<file path="src/rtl/branch_predictor_pkg.sv">
// ============================================================
// branch_predictor_pkg : shared types and helpers for the BTB predictor
// Revision: 1.0
// ============================================================
`default_nettype none

package branch_predictor_pkg;

  typedef enum logic [1:0] {
    SNT = 2'b00,
    WNT = 2'b01,
    WT  = 2'b10,
    ST  = 2'b11
  } ctr_e;

  localparam int DEF_IDX_W = 4;

  // Two-bit saturating counter step toward the resolved direction
  function automatic logic [1:0] ctr_next(input logic [1:0] ctr, input logic taken);
    logic [1:0] nxt;
    nxt = ctr;
    if (taken) begin
      if (ctr != ST) nxt = ctr + 2'd1;
    end else begin
      if (ctr != SNT) nxt = ctr - 2'd1;
    end
    return nxt;
  endfunction

endpackage

`default_nettype wire

</file>
<file path="src/rtl/branch_predictor_btb_table.sv">
// ============================================================
// branch_predictor_btb_table : direct-mapped BTB storage with a lookup port
//                              and a read-modify-write update port
// Revision: 1.0
// ============================================================
`default_nettype none

module branch_predictor_btb_table
  import branch_predictor_pkg::*;
#(
  parameter int IDX_W = DEF_IDX_W,
  parameter int TAG_W = 26,
  parameter int XLEN  = 32
) (
  input  logic             clk,
  input  logic             rst,
  input  logic [IDX_W-1:0] i_raddr,
  output logic             o_rvalid,
  output logic [TAG_W-1:0] o_rtag,
  output logic [XLEN-1:0]  o_rtarget,
  output logic [1:0]       o_rctr,
  input  logic [IDX_W-1:0] i_uaddr,
  output logic             o_uvalid,
  output logic [TAG_W-1:0] o_utag,
  output logic [1:0]       o_uctr,
  input  logic             i_we,
  input  logic             i_wvalid,
  input  logic [TAG_W-1:0] i_wtag,
  input  logic             i_wtgt_en,
  input  logic [XLEN-1:0]  i_wtarget,
  input  logic [1:0]       i_wctr
);

  localparam int DEPTH = 2 ** IDX_W;

  logic             r_valid  [DEPTH];
  logic [TAG_W-1:0] r_tag    [DEPTH];
  logic [XLEN-1:0]  r_target [DEPTH];
  logic [1:0]       r_ctr    [DEPTH];

  assign o_rvalid  = r_valid[i_raddr];
  assign o_rtag    = r_tag[i_raddr];
  assign o_rtarget = r_target[i_raddr];
  assign o_rctr    = r_ctr[i_raddr];

  assign o_uvalid  = r_valid[i_uaddr];
  assign o_utag    = r_tag[i_uaddr];
  assign o_uctr    = r_ctr[i_uaddr];

  always_ff @(posedge clk or posedge rst) begin
    if (rst) begin
      for (int i = 0; i < DEPTH; i++) begin
        r_valid[i]  <= 1'b0;
        r_tag[i]    <= '0;
        r_target[i] <= '0;
        r_ctr[i]    <= WNT;
      end
    end else if (i_we) begin
      r_valid[i_uaddr] <= i_wvalid;
      r_tag[i_uaddr]   <= i_wtag;
      r_ctr[i_uaddr]   <= i_wctr;
      if (i_wtgt_en) r_target[i_uaddr] <= i_wtarget;
    end
  end

endmodule

`default_nettype wire

</file>
<file path="src/rtl/branch_predictor.sv">
// ============================================================
// branch_predictor : fetch-side BTB + 2-bit counter prediction with
//                    execute-side training and misprediction detection
// Revision: 1.0
// ============================================================
`default_nettype none

module branch_predictor
  import branch_predictor_pkg::*;
#(
  parameter int IDX_W = DEF_IDX_W,
  parameter int XLEN  = 32
) (
  input  logic            CLK,
  input  logic            RST,
  input  logic [XLEN-1:0] PCF,
  output logic            PredTakenF,
  output logic [XLEN-1:0] PredTargetF,
  input  logic            ValidE,
  input  logic            BranchE,
  input  logic            JumpE,
  input  logic            TakenE,
  input  logic [XLEN-1:0] PCE,
  input  logic [XLEN-1:0] PCTargetE,
  input  logic [XLEN-1:0] PCPlus4E,
  input  logic            PredTakenE,
  input  logic [XLEN-1:0] PredTargetE,
  output logic            MispredictE,
  output logic [XLEN-1:0] RedirectPCE,
  output logic [31:0]     MispredCount
);

  localparam int TAG_W = XLEN - IDX_W - 2;

  logic [IDX_W-1:0] w_f_idx;
  logic [TAG_W-1:0] w_f_tag;
  logic [IDX_W-1:0] w_e_idx;
  logic [TAG_W-1:0] w_e_tag;
  logic             w_r_valid;
  logic [TAG_W-1:0] w_r_tag;
  logic [XLEN-1:0]  w_r_target;
  logic [1:0]       w_r_ctr;
  logic             w_u_valid;
  logic [TAG_W-1:0] w_u_tag;
  logic [1:0]       w_u_ctr;
  logic             w_f_hit;
  logic             w_e_hit;
  logic             w_res;
  logic             w_we;
  logic             w_wvalid;
  logic [TAG_W-1:0] w_wtag;
  logic             w_wtgt_en;
  logic [1:0]       w_wctr;
  logic [31:0]      r_mispred_cnt;
  logic             w_unused;

  assign w_f_idx  = PCF[IDX_W+1:2];
  assign w_f_tag  = PCF[XLEN-1:IDX_W+2];
  assign w_e_idx  = PCE[IDX_W+1:2];
  assign w_e_tag  = PCE[XLEN-1:IDX_W+2];
  assign w_unused = &{1'b0, PCE[1:0]};

  branch_predictor_btb_table #(
    .IDX_W (IDX_W),
    .TAG_W (TAG_W),
    .XLEN  (XLEN)
  ) u_btb_table (
    .clk       (CLK),
    .rst       (RST),
    .i_raddr   (w_f_idx),
    .o_rvalid  (w_r_valid),
    .o_rtag    (w_r_tag),
    .o_rtarget (w_r_target),
    .o_rctr    (w_r_ctr),
    .i_uaddr   (w_e_idx),
    .o_uvalid  (w_u_valid),
    .o_utag    (w_u_tag),
    .o_uctr    (w_u_ctr),
    .i_we      (w_we),
    .i_wvalid  (w_wvalid),
    .i_wtag    (w_wtag),
    .i_wtgt_en (w_wtgt_en),
    .i_wtarget (PCTargetE),
    .i_wctr    (w_wctr)
  );

  assign w_f_hit     = w_r_valid & (w_r_tag == w_f_tag);
  assign PredTakenF  = w_f_hit & w_r_ctr[1];
  assign PredTargetF = PredTakenF ? w_r_target : PCF + XLEN'(4);

  assign w_res       = ValidE & (BranchE | JumpE);
  assign w_e_hit     = w_u_valid & (w_u_tag == w_e_tag);
  assign MispredictE = ValidE & ((TakenE != PredTakenE) |
                                 (TakenE & PredTakenE & (PCTargetE != PredTargetE)));
  assign RedirectPCE = TakenE ? PCTargetE : PCPlus4E;

  // Default write-back re-stores the current entry so only the fields that change need overriding
  always_comb begin
    w_we      = 1'b0;
    w_wvalid  = w_u_valid;
    w_wtag    = w_u_tag;
    w_wctr    = w_u_ctr;
    w_wtgt_en = 1'b0;
    if (w_res) begin
      if (w_e_hit) begin
        w_we      = 1'b1;
        w_wctr    = JumpE ? 2'(ST) : ctr_next(w_u_ctr, TakenE);
        w_wtgt_en = TakenE;
      end else if (TakenE) begin
        w_we      = 1'b1;
        w_wvalid  = 1'b1;
        w_wtag    = w_e_tag;
        w_wctr    = JumpE ? 2'(ST) : 2'(WT);
        w_wtgt_en = 1'b1;
      end
    end else if (ValidE & PredTakenE & w_e_hit) begin
      // Non-control instruction predicted taken: drop the aliased entry
      w_we     = 1'b1;
      w_wvalid = 1'b0;
    end
  end

  always_ff @(posedge CLK or posedge RST) begin
    if (RST) begin
      r_mispred_cnt <= '0;
    end else if (MispredictE && (r_mispred_cnt != 32'hFFFF_FFFF)) begin
      r_mispred_cnt <= r_mispred_cnt + 32'd1;
    end
  end

  assign MispredCount = r_mispred_cnt;

endmodule

`default_nettype wire

</file>
<file path="config.mk">
export PLATFORM = sky130hd
export DESIGN_NAME = branch_predictor
export DESIGN_NICKNAME = d
export VERILOG_FILES = /design/src/rtl/branch_predictor_pkg.sv /design/src/rtl/branch_predictor_btb_table.sv /design/src/rtl/branch_predictor.sv
export SDC_FILE = /design/constraint.sdc
export NUM_CORES = 2
export LEC_CHECK = 0
export CAP_MARGIN = 20
export CORE_ASPECT_RATIO = 0.7
export CORE_MARGIN = 2
export CORE_UTILIZATION = 55
export CTS_CLUSTER_DIAMETER = 80
export CTS_CLUSTER_SIZE = 40
export DETAILED_ROUTE_END_ITERATION = 8
export DONT_BUFFER_PORTS = 1
export HOLD_SLACK_MARGIN = 0.05
export PLACE_DENSITY = 0.78
export SLEW_MARGIN = 10
export SYNTH_ARGS = -nofsm -noshare
export SYNTH_HDL_FRONTEND = slang
export SYNTH_SLANG_ARGS = --single-unit
</file>
<file path="constraint.sdc">
create_clock -name CLK -period 50.4 [get_ports CLK]
set_clock_uncertainty 0.05 [all_clocks]
set_input_delay 12.6 -clock CLK [delete_from_list [all_inputs] [get_ports CLK]]
set_output_delay 12.6 -clock CLK [all_outputs]
set_load 0.02 [all_outputs]
</file>
---- After elaboration in Yosys (flattened, before gate mapping) ----
Cells that the tools add are included.
storage, ports and cells
  flip-flop bits (word level) ............. 1008
  bits in latches ......................... 0
  bits in writable memories ............... 0
  ROM bits ................................ 0
  input bits .............................. 167
  output and inout port bits .............. 98
  logic and storage cells ................. 151
  memories kept ........................... 0
operators by class
  add/sub/neg operators ................... 4
  multipliers ............................. 0
  div/mod/pow operators ................... 0
  magnitude comparators ................... 3
  equality and inequality tests ........... 6
  shift operators ......................... 0
  mux-type cells .......................... 56
  bitwise gates (word level) .............. 13
  reductions and logical operators ........ 4
operators with widths
  operator                 number
  $bwmux W512              1
  $bwmux W416              1
  $bmux W26 S4             2
  $mux W26                 8
  $mux W32                 5
  $bmux W32 S4             1
  $demux W32 S4            1
  $demux W26 S4            1
  $eq A26 B26 Y1           2
  $add A32 B1 Y32 const B  1
  $add A32 B3 Y32 const B  1
  $bwmux W32               1
  $ne A32 B32 Y1           1
  $ne A32 B32 Y1 const B   1
  $mux W2                  12
  $bmux W2 S4              2
  $bwmux W16               1
  $mux W1                  16
  $ge A5 B5 Y1 const B     2
  $not A4 Y5               2
  $and A1 B1 Y1            9
  $bmux W1 S4              2
  $demux W2 S4             1
  $lt A5 B1 Y1 const B     1
  other kinds (9)          11

---- Depth between registers and ports, before layout ----
  word-level depth ........................ 11
  depth in mapped cells ................... 18

---- Cells and area by module ----
A second synthesis with hierarchy kept.
second synthesis, totals
  cells, all modules ...................... 3397
  area total of the unflattened synthesis .. 51438.1 um^2
by module, submodules not included
  module                      instances  cells an instance  area an instance (um^2)  sequential area each (um^2)
  branch_predictor_btb_table  1          2919               47100.2                  24443.4
  branch_predictor            1          478                4337.9                   800.8

---- Worst setup path after synthesis ----
Ideal clock, no wire load.
  path type ............................... input-to-output
  from .................................... input port PCF[2]
  to ...................................... output port PredTargetF[10]
  arrival ................................. 16.288 ns
  setup slack ............................. 21.462 ns
  cell stages on the path ................. 12
  cells stage by stage .................... buf_2 buf_2 buf_1 mux4_2 mux4_2 xnor2_1 nand4_1 nor4b_1 nand3_1 clkbuf_1 clkbuf_1 a21oi_1
on the way
  longest elaborated chain between the ends .. 8
ends and longest elaborated chain
  item                                         RTL line                          text
  start, declared                              branch_predictor.sv:16            input logic [XLEN-1:0] PCF,
  $not A4 Y5 (not written as such)             -
  $bmux W26 S4                                 branch_predictor_btb_table.sv:42  assign o_rtag = r_tag[i_raddr];
  $mux W26 (not written as such) (2 in a row)  branch_predictor_btb_table.sv:42
  $eq A26 B26 Y1                               branch_predictor.sv:87            assign w_f_hit = w_r_valid & (w_r_tag == w_f_tag);
  $and A1 B1 Y1                                branch_predictor.sv:87
  $and A1 B1 Y1                                branch_predictor.sv:88            assign PredTakenF = w_f_hit & w_r_ctr[1];
  $mux W32 (*)                                 branch_predictor.sv:89            assign PredTargetF = PredTakenF ? w_r_target : PCF + XLEN'(4);
  end, declared                                branch_predictor.sv:18            output logic [XLEN-1:0] PredTargetF,
Mark *: on every way between the ends. The rest lies on a longest branch, timed or not. The select of a mux whose other input is x is not followed.

---- Worst setup path after layout ----
  from .................................... input port PCF[2]
  to ...................................... output port PredTargetF[18]
Same word-level chain as after synthesis.

==> qor.csv <==
metric,value,unit
number of filler instances in the final layout,7407,
via count of the first global-routing pass,34800,
Yosys warnings,0,
largest fanout of any net on the critical path,253,
area of the die,0.0999,mm2
worst-skew pair later-pin latency,0.68,ns
cts repair resizes,0,
horizontal die dimension,377,um
number of enable flip-flop cells after synthesis,0,
vias per cell,7.10,
total I/O pin count,265,
power share of the combinational group,19.8,%
most frequent cells after synthesis,"992 x sky130_fd_sc_hd__dfrtp_1, 801 x sky130_fd_sc_hd__mux2_2, 366 x sky130_fd_sc_hd__mux4_2, 303 x sky130_fd_sc_hd__nand2_1, 168 x sky130_fd_sc_hd__clkbuf_1",
startpoint type of the worst setup path,input pin,
number of distinct standard cells referenced by the synthesized netlist,81,
largest area contributor in the synthesized netlist,sky130_fd_sc_hd__dfrtp_1,
fraction of layout cells with a size suffix above 1,38.7,%
global-route congestion overflow total,0,
vias after detailed routing,35200,
Int Pwr,0.00131,W
initial antenna violation count,3,
Pleak,24.5,nW
total wirelength of the detailed-routed design,156,mm
clock sink count,1008,
post-synthesis instance area,0.0535,mm2
post-synth top area share,46.4,%
classification of the worst setup path,in -> out,
register clock-pin slew on the reported worst setup and hold paths,0.14,ns
unrepaired setup endpoints after global routing,no,
die outline height,265,um
most numerous cell in the Yosys netlist,sky130_fd_sc_hd__dfrtp_1,
Critical Path RT,37.75,ns
net count after synthesis,4097,
global routing usage summed across all routing layers,31.1,%
share of flip-flops with an asynchronous set or reset after synthesis,100,%
Final Setup Violations,0,
final design instance area without fill,0.0554,mm2
CTS tree,built,
ratio of total power to cell area,33.4,mW/mm2
number of buffers inserted by post-CTS setup repair,0,
final RePlAce weighted congestion,0.907,
TritonRoute pass-1 iters,8,
post-DP HPWL,92.7,mm
Max Clock Freq,33.5,MHz
utilization of the core after routing,57.5,%
run status,completed,
critical path data arrival time,17.18,ns
number of maximum-capacitance violations,0,
Total Power,0.00185,W
sequential element share of the synthesized area,47.2,%
total net switching power,0.000534,W
first-pass GRT wire length,232,mm
initial drt markers,4657,
Residual DRC,0,
number of hold violations in the final report,0,
count of input and output buffers,0,
Flop pwr share,55.3,%
root buf cell,sky130_fd_sc_hd__clkbuf_16,
Relative slew margins,16.9,%
most numerous cell on the critical path,sky130_fd_sc_hd__mux4_2,
"Hold-fix buffers, CTS",0,
cell count of the worst hold path,2,
top post-synthesis cells by area,"sky130_fd_sc_hd__dfrtp_1 46%, sky130_fd_sc_hd__mux2_2 17%, sky130_fd_sc_hd__mux4_2 15%",
path category of the worst min-delay check,reg -> reg,
placed cell area,0.0539,mm2
clock power share,24.9,%
Initial Utilization,55.6,%
Slew @ Worst Pin,1.24,ns
flip-flop and latch count after synthesis,1008,
Crit path largest cell delay,0.95,ns
Tmin final,29.83,ns
growth of design area from synthesis to finish,3.45,%
critical path's slowest cell,sky130_fd_sc_hd__a21oi_1,
maximum number of pins on one net before global-route repair,254,
logic depth of the worst register-to-register path,11,
accumulated negative setup slack,0,ns
standard-cell row count,95,
syn_area_per_cell,13.6,um2
Total Nets Final,3833,
final period utilization,59.2,%
Switching Share,28.9,%
drt wl/cell,31.4,um
CTS max path bufs,3,
H-tree depth,2,
CP Cell Sequence,mux4_2 > mux4_2 > xnor2_1 > nand2_1 > or3b_2 > nor3_1 > nand3_4 > a21oi_1,
CTS buffer count,39,
kind of end point of the critical path,output pin,
highest ir drop seen on vdd,25.2,uV
Placeable Area,0.0963,mm2
Cells after Synth,3927,
dominant register cell in the synthesized netlist,sky130_fd_sc_hd__dfrtp_1,
Pins Over Slew Limit,0,
Final ANT Viol Nets,0,
[cells by family after synthesis]
family                     count (synthesis)  synth area share (%)
muxes                                   1302                  35.3
DFF                                     1008                  47.2
and+or+nand+nor                          754                  7.10
buffers and inverters                    390                  3.55
AOI/OAI and AO/OA                        329                  4.55
xor gates and xnor gates                 141                  2.31
adders and majority gates                  3                0.0701
[metal layers]
| metal | vias to the layer above | wire length (um) | track usage, % |
|---|---|---|---|
| met1 | 18700 | 63200 | 45.2 |
| li1 | 14200 | - | - |
| met4 | 0 | 4670 | 8.89 |
| met3 | 316 | 19800 | 11.1 |
| met2 | 1993 | 68000 | 44.1 |
| met5 | - | 0 | 0 |
[path summary, 6_finish.rpt]
check / endpoint / start / slack [ns]
max: PredTargetF[18] / PCF[2] / 20.57
min: u_btb_table.r_target[54] / u_btb_table.r_target[54] / 0.44
max reg2reg: u_btb_table.r_tag[107] / u_btb_table.r_tag[21] / 45.10
min reg2reg: u_btb_table.r_target[54] / u_btb_table.r_target[54] / 0.44
max in group asynchronous: u_btb_table.r_target[15] / RST / 35.04
min in group asynchronous: u_btb_table.r_tag[39] / RST / 11.93
[through the flow]
stage	std cells	hold WS (ns)	setup WS [ns]
3_5_place_dp	4880	0.407	21.07
4_1_cts	4949	0.440	21.08
5_1_grt	4952	0.463	20.60
2_1_floorplan	3927	0.391	9.41
6_report	4953	0.439	20.57
3_3_place_gp	4878	0.403	21.14
[critical path, delay by kind of cell]
| kind | cells | cell delay [ns] |
|---|---|---|
| xor+xnor | 1 | 0.25 |
| mux | 2 | 1.36 |
| simple gates | 4 | 1.59 |
| compound gates | 1 | 0.95 |
[power by group through the flow]
stage	clock network (W)	logic, W	registers (W)
finish	0.000460	0.000365	0.00102
global route	0.000491	0.000389	0.00104
CTS	0.000464	0.000360	0.00102
detailed placement	0	0.000359	0.00103
global placement	0	0.000347	0.00103
floorplan	0	0.000316	0.00101
[sequential cells by signal, indices dropped and copies added, names as in the netlist]
signal,cells
u_btb_table.r_target,512
u_btb_table.r_tag,416
MispredCount,32
u_btb_table.r_ctr,32
u_btb_table.r_valid,16
[layout make-up]
| type | count | area, um2 | area share (%) |
|---|---|---|---|
| Antenna cell | 1 | 2.50 | 0.00452 |
| Clock inverter | 28 | 423 | 0.764 |
| Clock buffer | 41 | 1010 | 1.83 |
| Timing Repair Buffer | 69 | 531 | 0.958 |
| Tap cell | 1261 | 1580 | 2.85 |
| Multi-Input combinational cell | 2529 | 26500 | 47.9 |
| Inverter | 16 | 67.6 | 0.122 |
| Sequential cell | 1008 | 25200 | 45.6 |
[cells in the final DEF (no fill, tap or decap), drive strengths merged, types with 15 or more instances in the layout]
cell type	netlist	layout
o31ai	113	113
clkbuf	169	42
xnor2	73	73
mux2i	87	87
a31oi	20	20
o21ai	28	28
nor2b	19	19
nor3	35	35
and3b	15	15
dfstp	16	16
nand4	39	39
inv	16	32
nand2	303	303
buf	205	68
mux2	843	843
and2	25	25
a22oi	29	29
dfrtp	992	992
nor2	88	88
mux4	372	372
o22ai	24	24
nor4	16	16
a21oi	42	42
nand3	163	163
xor2	68	68
(Power assumes the default switching activity.)
